**src/rtl/serial_adder_pkg.sv**
```systemverilog
// Shared types for the bit-serial adder: FSM state encoding and counter sizing.
package serial_adder_pkg;

   typedef enum logic [1:0] {
      StIdle  = 2'd0,
      StShift = 2'd1,
      StDone  = 2'd2
   } state_e;

   // Bit counter must hold 0..WIDTH-1 and never shrink below one bit.
   function automatic int unsigned cnt_width(input int unsigned width);
      int unsigned w;
      w = $clog2(width + 1);
      return (w < 1) ? 1 : w;
   endfunction

endpackage

```
**src/rtl/serial_adder_full_adder.sv**
```systemverilog
// One-bit full-adder cell driven once per cycle by the serial adder.
module serial_adder_full_adder (
   input  logic Bit1,
   input  logic Bit2,
   input  logic Bit3,
   output logic Sum,
   output logic Carry
);

   assign Sum   = Bit1 ^ Bit2 ^ Bit3;
   assign Carry = (Bit1 & Bit2) | (Bit1 & Bit3) | (Bit2 & Bit3);

endmodule

```
**src/rtl/serial_adder.sv**
```systemverilog
// Bit-serial adder: LSB-first through one full-adder cell with a registered carry.
// Result/CarryOut are only written on completion, so partial sums are never visible.
module serial_adder
   import serial_adder_pkg::*;
#(
   parameter int unsigned WIDTH = 8
) (
   input  logic             Clock,
   input  logic             Reset,
   input  logic             Start,
   input  logic [WIDTH-1:0] OperandA,
   input  logic [WIDTH-1:0] OperandB,
   input  logic             CarryIn,
   output logic             Busy,
   output logic             Done,
   output logic [WIDTH-1:0] Result,
   output logic             CarryOut
);

   localparam int unsigned    CntW    = cnt_width(WIDTH);
   localparam logic [CntW-1:0] LastCnt = CntW'(WIDTH - 1);

   state_e            state_q, state_d;
   logic [WIDTH-1:0]  a_q, a_d;
   logic [WIDTH-1:0]  b_q, b_d;
   logic [WIDTH-1:0]  acc_q, acc_d;
   logic [WIDTH-1:0]  result_q, result_d;
   logic [CntW-1:0]   cnt_q, cnt_d;
   logic              carry_q, carry_d;
   logic              cout_q, cout_d;

   logic              cell_sum;
   logic              cell_carry;
   logic [WIDTH:0]    acc_shift;

   serial_adder_full_adder u_full_adder (
      .Bit1  (a_q[0]),
      .Bit2  (b_q[0]),
      .Bit3  (carry_q),
      .Sum   (cell_sum),
      .Carry (cell_carry)
   );

   // New sum bit enters at the MSB; after WIDTH shifts bit 0 lands at the LSB.
   assign acc_shift = {cell_sum, acc_q};

   always_comb begin
      state_d  = state_q;
      a_d      = a_q;
      b_d      = b_q;
      acc_d    = acc_q;
      result_d = result_q;
      cnt_d    = cnt_q;
      carry_d  = carry_q;
      cout_d   = cout_q;
      unique case (state_q)
         StIdle: begin
            if (Start) begin
               a_d     = OperandA;
               b_d     = OperandB;
               carry_d = CarryIn;
               cnt_d   = '0;
               acc_d   = '0;
               state_d = StShift;
            end
         end
         StShift: begin
            acc_d   = acc_shift[WIDTH:1];
            a_d     = a_q >> 1;
            b_d     = b_q >> 1;
            carry_d = cell_carry;
            cnt_d   = cnt_q + CntW'(1);
            if (cnt_q == LastCnt) begin
               result_d = acc_shift[WIDTH:1];
               cout_d   = cell_carry;
               state_d  = StDone;
            end
         end
         StDone: begin
            state_d = StIdle;
         end
         default: begin
            state_d = StIdle;
         end
      endcase
   end

   always_ff @(posedge Clock or posedge Reset) begin
      if (Reset) begin
         state_q  <= StIdle;
         a_q      <= '0;
         b_q      <= '0;
         acc_q    <= '0;
         result_q <= '0;
         cnt_q    <= '0;
         carry_q  <= 1'b0;
         cout_q   <= 1'b0;
      end else begin
         state_q  <= state_d;
         a_q      <= a_d;
         b_q      <= b_d;
         acc_q    <= acc_d;
         result_q <= result_d;
         cnt_q    <= cnt_d;
         carry_q  <= carry_d;
         cout_q   <= cout_d;
      end
   end

   assign Busy     = (state_q == StShift);
   assign Done     = (state_q == StDone);
   assign Result   = result_q;
   assign CarryOut = cout_q;

endmodule

```
**config.mk**
```make
export PLATFORM = sky130hd
export DESIGN_NAME = serial_adder
export DESIGN_NICKNAME = d
export VERILOG_FILES = /design/src/rtl/serial_adder_pkg.sv /design/src/rtl/serial_adder_full_adder.sv /design/src/rtl/serial_adder.sv
export SDC_FILE = /design/constraint.sdc
export NUM_CORES = 1
export LEC_CHECK = 0
export ABC_CLOCK_PERIOD_IN_PS = 2550
export BUFFER_PORTS_ARGS = -buffer_cell sky130_fd_sc_hd__buf_2
export CAP_MARGIN = 20
export CORE_MARGIN = 10
export CORE_UTILIZATION = 35
export CTS_BUF_LIST = sky130_fd_sc_hd__clkbuf_2
export CTS_CLUSTER_DIAMETER = 200
export CTS_CLUSTER_SIZE = 30
export DETAILED_ROUTE_END_ITERATION = 7
export REMOVE_ABC_BUFFERS = 1
export SLEW_MARGIN = 20
export SYNTH_ARGS = -nofsm -noshare
export SYNTH_HDL_FRONTEND = slang
export SYNTH_SLANG_ARGS = --single-unit
```
**constraint.sdc**
```tcl
create_clock -name Clock -period 2.55 [get_ports Clock]
set_clock_uncertainty 0.05 [all_clocks]
set_input_delay 0.3825 -clock Clock [delete_from_list [all_inputs] [get_ports Clock]]
set_output_delay 0.3825 -clock Clock [all_outputs]
set_load 0.01 [all_outputs]
```
==> flow_metrics.env, run 1 <==
export IMPL_min_period_over_period=0.734
export IMPL_final_setup_tns_ps=0
export IMPL_max_slew_margin=0.346
export IMPL_fin_nets=207
export IMPL_grt_pass1_wl_mm=6.34
export IMPL_cts_resized=0
export IMPL_instances_no_fill=253
export IMPL_tightest_slew_ps=980
export IMPL_cp_arrival_ps=1440
export IMPL_routedWlPerCell_um=13.9
export IMPL_layout_commonest_cell="dfrtp_1"
export IMPL_synth_xor_area_share=0
export IMPL_cts_sinks=39
export IMPL_setup_worst_path_start_class="register"
export IMPL_nFillCells=491
export IMPL_layout_drive_gt1_share=0.274
export IMPL_first_global_vias=1366
export IMPL_cts_tree="built"
export IMPL_cts_setup_buffers=0
export IMPL_dieArea_um2=8180
export IMPL_routed_wl_mm=3.52
export IMPL_overflow=0
export IMPL_ys_types=24
export IMPL_io_buffers=30
export IMPL_rows=25
export IMPL_grt_max_degree=40
export IMPL_final_cell_mix="39 x dfrtp_1, 30 x buf_2, 18 x a21oi_1, 18 x nand2_1, 18 x o21ai_0"
export IMPL_hold_viol=0
export IMPL_clk_latency_ps=390
export IMPL_fmax_mhz=534
export IMPL_synth_compound_area_share=0.169
export IMPL_slew_violations=0
export IMPL_post_route_util=0.423
export IMPL_ys_seq_area_frac=0.562
export IMPL_internal_power_uw=1420
export IMPL_remaining_drc_errors=0
export IMPL_multi_input_area_um2=708
export IMPL_seq_power_share=0.467
export IMPL_die_w_um=90.4
export IMPL_path_cells="buf_4 -> nor2b_1 -> buf_2"
export IMPL_hold_path_class="input port to asynchronous set/reset pin"
export IMPL_dr_pass1_iters=4
export IMPL_switching_share=0.363
export IMPL_die_h_um=90.4
export IMPL_cp_end_kind="output port"
export IMPL_ctsHoldBuffers=0
export IMPL_ant_nets=0
export IMPL_postPlaceCellArea_um2=1950
export IMPL_io_pins=31
export IMPL_rsz0062_at_grt="false"
export IMPL_power_frac_comb=0.371
export IMPL_synth_area_um2=1740
export IMPL_syn_area_per_cell_um2=11.2
export IMPL_synth_cells=155
export IMPL_place_hpwl_mm=2.53
export IMPL_muxShareOfSynthArea=0.0648
export IMPL_ir_drop_v=0.000338
export IMPL_status="complete, no violations"
export IMPL_setup_violations=0
export IMPL_cts_htree_levels=2
export IMPL_powerDensity_nw_per_um2=1110
export IMPL_place_congestion=0.720
export IMPL_drv_cap=0
export IMPL_clkPwrFrac=0.162
export IMPL_cts_root_buf="clkbuf_2"
export IMPL_diodes=0
export IMPL_cts_buffers=5
export IMPL_synth_warnings=0
export IMPL_post_drt_via_cell_ratio=4.91
export IMPL_synth_top_family_by_area="compound AO/OA/AOI/OAI gates"
export IMPL_clk_pin_slew_ps=210
export IMPL_cts_path_max_buffers=2
export IMPL_slowest_delay_ps=500
export IMPL_p_total_uw=2230
export IMPL_initial_core_util=0.365
export IMPL_regArea_um2=976
export IMPL_grt_use_total=0.0923
export IMPL_r2r_setup_slack_ps=830
export IMPL_antenna_found_initial=0
export IMPL_path_max_fanout=33
export IMPL_ys_seq_elements=39
export IMPL_core_area_um2=4750
export IMPL_required_ps=2120
export IMPL_synthSimpleGateAreaFrac=0.156
export IMPL_dpl_cell_count=245
export IMPL_area_growth_pct=15.9
export IMPL_stdcell_area_um2=2010
export IMPL_initialDrtViolationCount=63
export IMPL_route_vias_total=1241
export IMPL_p_leak_uw=0.00101
export IMPL_path_class="register to output port"
export IMPL_post_route_min_period_ps=1870
export IMPL_crit_slowest_cell="dfrtp_1"
export IMPL_switchingPower_uw=811
export IMPL_synthAdderAreaFrac=0.0187
[area by class of cell]
type                            count  share of cell area
Sequential cell                    39               0.485
Tap cell                           67              0.0417
Inverter                            2             0.00373
Clock buffer                        5              0.0124
Multi-Input combinational cell    104               0.352
Clock inverter                      3              0.0193
Timing Repair Buffer               33              0.0858
[final timing paths]
kind	startpoint	end	depth (start not counted)
max reg2reg	state_q[0]$_DFFE_PP0P_	cnt_q[3]$_DFFE_PP0P_	3
min in group Clock	OperandA[7]	a_q[7]$_DFFE_PP0P_	3
min	Reset	acc_q[5]$_DFFE_PP0P_	3
min reg2reg	Result[0]$_DFFE_PP0P_	Result[0]$_DFFE_PP0P_	1
max in group asynchronous	Reset	state_q[0]$_DFFE_PP0P_	3
max	state_q[0]$_DFFE_PP0P_	Done	3
[layer usage]
metal  up-vias  share of wire  global-route usage
li1        612              -                   -
met1       589           0.48               0.113
met2        33           0.43               0.138
met3         7          0.073              0.0424
met4         0          0.012              0.0345
met5         -              0                   0
[per-stage QoR]
step                hold slack [ps]  setup slack [ps]
floorplan                       400               711
global placement                415               738
detailed placement              421               674
CTS                            13.7               652
global route                   23.4               562
finish                         8.76               678
[cells by family (layout without fill, tap and decap cells)]
| family | after synthesis | count (layout) |
|---|---|---|
| mux | 10 | 10 |
| buf+inv | 12 | 43 |
| simple gates | 43 | 43 |
| compound gates | 49 | 49 |
| flops | 39 | 39 |
| fa+ha+maj | 2 | 2 |
[cell usage after synthesis, drive strengths merged]
cell	number	area [um2]
a21oi	18	90.1
a22o	9	78.8
a22oi	2	15.0
and2	1	6.26
and3b	14	123
buf	4	22.5
clkbuf	6	22.5
dfrtp	39	976
fa	1	20.0
ha	1	12.5
inv	2	7.50
mux2	10	113
nand2	18	67.6
nand2b	1	13.8
nand3	1	5.00
nor2	2	7.51
nor2b	5	31.3
nor3	1	16.3
o21ai	18	90.1
o21bai	1	11.3
o31ai	1	7.51
[sequential cells by signal (all words and copies together), names as in the netlist]
name / count
carry_q: 1
Result: 8
CarryOut: 1
a_q: 8
cnt_q: 4
state_q: 2
b_q: 8
acc_q: 7
[critical path: cells and delay by family (launching register included)]
family        cells  cell delay [ps]
flops             1              500
buf+inv           2              480
simple gates      1               80
[power by group through the flow]
stage	Sequential [uW]	Clock, uW	Combinational (uW)
after floorplan	1090	0	526
after global placement	1050	0	817
after detailed placement	1060	0	849
after CTS	1050	374	847
after global routing	1080	404	962
final	1040	362	829
No activity file was read; power rests on OpenSTA's default activity.
==> run 2, diff against run 1 <==
--- a/config.mk
+++ b/config.mk
@@ -5,7 +5,7 @@
 export SDC_FILE = /design/constraint.sdc
 export NUM_CORES = 1
 export LEC_CHECK = 0
-export ABC_CLOCK_PERIOD_IN_PS = 2550
+export ABC_CLOCK_PERIOD_IN_PS = 1750
 export BUFFER_PORTS_ARGS = -buffer_cell sky130_fd_sc_hd__buf_2
 export CAP_MARGIN = 20
 export CORE_MARGIN = 10
==> constraint.sdc (replaced) <==
create_clock -name Clock -period 1.75 [get_ports Clock]
set_clock_uncertainty 0.05 [all_clocks]
set_input_delay 0.2625 -clock Clock [delete_from_list [all_inputs] [get_ports Clock]]
set_output_delay 0.2625 -clock Clock [all_outputs]
set_load 0.01 [all_outputs]
==> run 2 against run 1 <==
- hold slack improved by 81 ps
- die area unchanged
- routed wire length increased by 3.6%
- count of clock-buffer cells in the layout increased by 2
- total power increased by 44%
- critical path depth unchanged
- sequential share of layout area decreased by 0.65 points
- largest power group unchanged
- largest cell class unchanged
- core utilization increased by 0.58 points
==> flow_metrics.env, run 2 (synthesis results as in run 1) <==
export IMPL_final_cell_mix="39 x dfrtp_1, 30 x buf_2, 18 x a21oi_1, 18 x nand2_1, 18 x o21ai_0"
export IMPL_setup_worst_path_start_class="register"
export IMPL_stdcell_area_um2=2040
export IMPL_slowest_delay_ps=420
export IMPL_switchingPower_uw=1210
export IMPL_cts_root_buf="clkbuf_2"
export IMPL_dr_wl_met2_mm=1.65
export IMPL_path_class="register to output port"
export IMPL_grt_use_total=0.0944
export IMPL_setup_violations=0
export IMPL_dpl_cell_count=247
export IMPL_place_hpwl_mm=2.51
export IMPL_post_route_util=0.429
export IMPL_cts_buffers=5
export IMPL_fin_nets=211
export IMPL_crit_cells=3
export IMPL_layout_drive_gt1_share=0.289
export IMPL_fmax_mhz=625
export IMPL_instances_no_fill=257
export IMPL_path_cells="buf_4 -> nor2b_1 -> buf_2"
export IMPL_cts_sinks=39
export IMPL_r2r_end="Result[6]$_DFFE_PP0P_"
export IMPL_top_layer="met4"
export IMPL_tightest_slew_ps=488
export IMPL_route_vias_total=1256
export IMPL_p_leak_uw=0.00103
export IMPL_switching_share=0.376
export IMPL_io_buffers=30
export IMPL_critPathCapture="Done"
export IMPL_routedWlPerCell_um=14.2
export IMPL_hold_viol=0
export IMPL_seq_power_share=0.469
export IMPL_grt_pass1_wl_mm=6.42
export IMPL_reg2reg_depth=5
export IMPL_area_growth_pct=17.4
export IMPL_r2r_setup_slack_ps=170
export IMPL_rows=25
export IMPL_io_pins=31
export IMPL_antenna_found_initial=0
export IMPL_cp_buffers_inverters=2
export IMPL_m1WireLength_mm=1.65
export IMPL_hold_path_depth=3
export IMPL_cp_arrival_ps=1290
export IMPL_dieArea_um2=8180
export IMPL_path_max_fanout=21
export IMPL_routed_wl_mm=3.64
export IMPL_place_congestion=0.736
export IMPL_initialDrtViolationCount=18
export IMPL_overflow=0
export IMPL_min_period_over_period=0.914
export IMPL_grt_max_degree=40
export IMPL_cts_path_max_buffers=2
export IMPL_layout_commonest_cell="dfrtp_1"
export IMPL_clkPwrFrac=0.122
export IMPL_cp_startpoint="state_q[1]$_DFFE_PP0P_"
export IMPL_cp_end_kind="output port"
export IMPL_dr_pass1_iters=4
export IMPL_hold_path_class="input port to register"
export IMPL_rr_startpoint="cnt_q[0]$_DFFE_PP0P_"
export IMPL_post_route_min_period_ps=1600
export IMPL_max_slew_margin=0.675
export IMPL_crit_family="flip-flops"
export IMPL_required_ps=1440
export IMPL_cts_htree_levels=2
export IMPL_clk_pin_slew_ps=200
export IMPL_post_drt_via_cell_ratio=4.89
export IMPL_met3_length_um=310
export IMPL_clk_latency_ps=390
export IMPL_first_global_vias=1394
export IMPL_diodes=0
export IMPL_postPlaceCellArea_um2=1960
export IMPL_die_h_um=90.4
export IMPL_crit_slowest_cell="dfrtp_1"
export IMPL_power_frac_comb=0.409
export IMPL_ir_drop_v=0.000408
export IMPL_status="complete, no violations"
export IMPL_powerDensity_nw_per_um2=1580
export IMPL_remaining_drc_errors=0
export IMPL_internal_power_uw=2000
export IMPL_cts_tree="built"
export IMPL_slew_violations=0
export IMPL_rsz0062_at_grt="false"
export IMPL_die_w_um=90.4
export IMPL_core_area_um2=4750
export IMPL_initial_core_util=0.365
export IMPL_drv_cap=0
export IMPL_ant_nets=0
run 2: stage by stage:
step / worst slack, ps / TNS [ps] / hold WS, ps / power (uW)
after floorplan: -89.1 / -745 / 400 / 2360
after global placement: 165 / 0 / 348 / 2750
after detailed placement: 66.0 / 0 / 361 / 2830
after CTS: 24.2 / 0 / 65.5 / 3230
after global routing: 22.7 / 0 / 56.9 / 3500
final: 150 / 0 / 89.8 / 3210
run 2: worst min path at each step:
stage	from	to	slack, ps
floorplan	a_q[1]$_DFFE_PP0P_	a_q[1]$_DFFE_PP0P_	400
global placement	Reset	Result[3]$_DFFE_PP0P_	350
detailed placement	Reset	acc_q[4]$_DFFE_PP0P_	360
CTS	OperandA[7]	a_q[7]$_DFFE_PP0P_	70
global route	OperandA[7]	a_q[7]$_DFFE_PP0P_	60
finish	OperandA[7]	a_q[7]$_DFFE_PP0P_	90
run 2: power by group through the flow:
stage	Sequential [uW]	Combinational, uW	Clock (uW)
after floorplan	1590	766	0
after global placement	1510	1240	0
after detailed placement	1530	1300	0
after CTS	1510	1300	415
after global routing	1560	1490	451
final	1510	1320	391
run 2: layout make-up:
cell class                 count  area (um2)
clock inverter                 1        5.00
clock buffer                   7        35.0
tap                           67        83.8
inverter                       2        10.0
multi-input combinational    104         708
timing repair buffer          37         221
sequential                    39         976
fill                         489        2720
run 2: timing repair:
action / CTS / global route
hold buffers: 1 / 0
endpoints found under the hold margin: 39 / 0
gates resized for setup: 0 / 2
buffers inserted: 0 / 1
endpoints found under the setup margin: 0 / 11
run 2: worst reg2reg max path, cell delays in order, from the launching register on:
cell     delay [ps]
dfrtp_1         430
ha_1            200
nand2_1         110
nor3_4          210
buf_12          150
mux2_2          330
run 2: layer usage:
metal	track usage	up-vias
met2	0.157	30
met4	0.0239	0
met1	0.102	610
met5	0	-
li1	-	612
met3	0.0515	4
==> run 3, diff against run 2 <==
--- a/config.mk
+++ b/config.mk
@@ -14,6 +14,7 @@
 export CTS_CLUSTER_DIAMETER = 200
 export CTS_CLUSTER_SIZE = 30
 export DETAILED_ROUTE_END_ITERATION = 7
+export PLACE_DENSITY = 0.56
 export REMOVE_ABC_BUFFERS = 1
 export SLEW_MARGIN = 20
 export SYNTH_ARGS = -nofsm -noshare
==> run 3 against run 2 <==
- via count up 0.16%
- cell area up 3.6%
- combinational power about the same
- global-route usage down 0.12 points
- clock power up 75%
- worst setup slack worse by 18 ps
- fmax down 1.1%
- non-clock buffer count unchanged
- core utilization up 1.6 points
- critical path depth unchanged
==> flow_metrics.env, run 3 (synthesis results as in run 1) <==
export IMPL_hold_path_class="input port to register"
export IMPL_hold_viol=0
export IMPL_io_pins=31
export IMPL_post_drt_via_cell_ratio=4.89
export IMPL_die_h_um=90.4
export IMPL_route_vias_total=1258
export IMPL_min_period_over_period=0.925
export IMPL_status="complete, no violations"
export IMPL_setup_violations=0
export IMPL_final_cell_mix="38 x dfrtp_1, 30 x buf_2, 18 x a21oi_1, 18 x nand2_1, 18 x o21ai_0"
export IMPL_nFillCells=463
export IMPL_setup_worst_path_start_class="register"
export IMPL_place_congestion=0.737
export IMPL_path_max_fanout=10
export IMPL_cts_sinks=39
export IMPL_tightest_slew_ps=477
export IMPL_core_area_um2=4750
export IMPL_overflow=0
export IMPL_p_leak_uw=0.00105
export IMPL_ant_nets=0
export IMPL_dr_pass1_iters=2
export IMPL_required_ps=1440
export IMPL_routed_wl_mm=3.61
export IMPL_initialDrtViolationCount=60
export IMPL_grt_max_degree=40
export IMPL_path_class="register to output port"
export IMPL_initial_core_util=0.365
export IMPL_dieArea_um2=8180
export IMPL_drv_cap=0
export IMPL_area_growth_pct=21.7
export IMPL_antenna_found_initial=0
export IMPL_instances_no_fill=257
export IMPL_fmax_mhz=618
export IMPL_layout_drive_gt1_share=0.300
export IMPL_fin_nets=211
export IMPL_cp_end_kind="output port"
export IMPL_routedWlPerCell_um=14.0
export IMPL_powerDensity_nw_per_um2=1680
export IMPL_grt_pass1_wl_mm=6.31
export IMPL_cts_htree_levels=2
export IMPL_cts_buffers=5
export IMPL_ir_drop_v=0.000569
export IMPL_layout_commonest_cell="dfrtp_1"
export IMPL_post_route_min_period_ps=1620
export IMPL_place_hpwl_mm=2.44
export IMPL_remaining_drc_errors=0
export IMPL_cts_path_max_buffers=2
export IMPL_grt_use_total=0.0932
export IMPL_cts_tree="built"
export IMPL_io_buffers=30
export IMPL_slew_violations=0
export IMPL_p_total_uw=3540
export IMPL_rsz0062_at_grt="false"
export IMPL_final_setup_tns_ps=0
export IMPL_max_slew_margin=0.682
export IMPL_rows=25
export IMPL_diodes=0
export IMPL_dpl_cell_count=247
export IMPL_clk_latency_ps=400
export IMPL_clk_pin_slew_ps=210
export IMPL_die_w_um=90.4
export IMPL_cts_root_buf="clkbuf_2"
export IMPL_cp_arrival_ps=1310
export IMPL_first_global_vias=1367
## run 3: per-stage QoR
| stage | setup slack, ps | hold slack (ps) | cell area (um2) | utilization |
|---|---|---|---|---|
| floorplan | -89.1 | 400 | 1690 | - |
| global placement | 154 | 352 | 1960 | 0.413 |
| detailed placement | 77.2 | 355 | 1960 | 0.413 |
| CTS | 0.710 | 48.5 | 2070 | 0.434 |
| global route | 0.766 | 25.4 | 2110 | 0.444 |
| finish | 132 | 68.7 | 2110 | 0.444 |
## run 3: layer usage
metal	vias to the layer above	wire (um)	global-route usage
li1	619	-	-
met1	599	1660	0.104
met2	32	1600	0.143
met3	8	287	0.0466
met4	0	69	0.0477
met5	-	0	0
## run 3: power breakdown
part	leakage (uW)	internal, uW	switching [uW]
Sequential	0.000508	1270	248
Combinational	0.000490	658	683
Clock	0.0000492	384	300
## run 3: area by class of cell
type / instances / area (um2) / area share
inverters: 2 / 10.0 / 0.00474
clock inverters: 3 / 67.6 / 0.0320
flip-flops and latches: 39 / 977 / 0.462
clock buffers: 5 / 25.0 / 0.0118
multi-input cells: 104 / 716 / 0.339
repair buffers: 37 / 234 / 0.111
well taps: 67 / 83.8 / 0.0397
## run 3: worst paths after layout
kind                       depth (start not counted)                    from                     end  slack (ps)
max in group asynchronous                          4                   Reset  state_q[0]$_DFFE_PP0P_         870
hold / removal                                     3             OperandA[6]      a_q[6]$_DFFE_PP0P_          70
setup reg to reg                                   5    cnt_q[0]$_DFFE_PP0P_   Result[6]$_DFFE_PP0P_         160
setup / recovery                                   3  state_q[1]$_DFFE_PP0P_                    Busy         130
min in group asynchronous                          4                   Reset  state_q[1]$_DFFE_PP0P_         440
hold reg to reg                                    2      a_q[3]$_DFFE_PP0P_      a_q[3]$_DFFE_PP0P_         460
## run 3: critical path: stages (launching register included)
cell and delay [ps]:
dfrtp_1 430, nand2b_4 180, inv_4 130, buf_2 160
## run 3: timing repair
item,4_1_cts,5_1_grt
setup endpoints to repair,0,10
buffers inserted,0,1
resized for setup,0,7
hold endpoints to repair,39,0
hold buffers,1,0
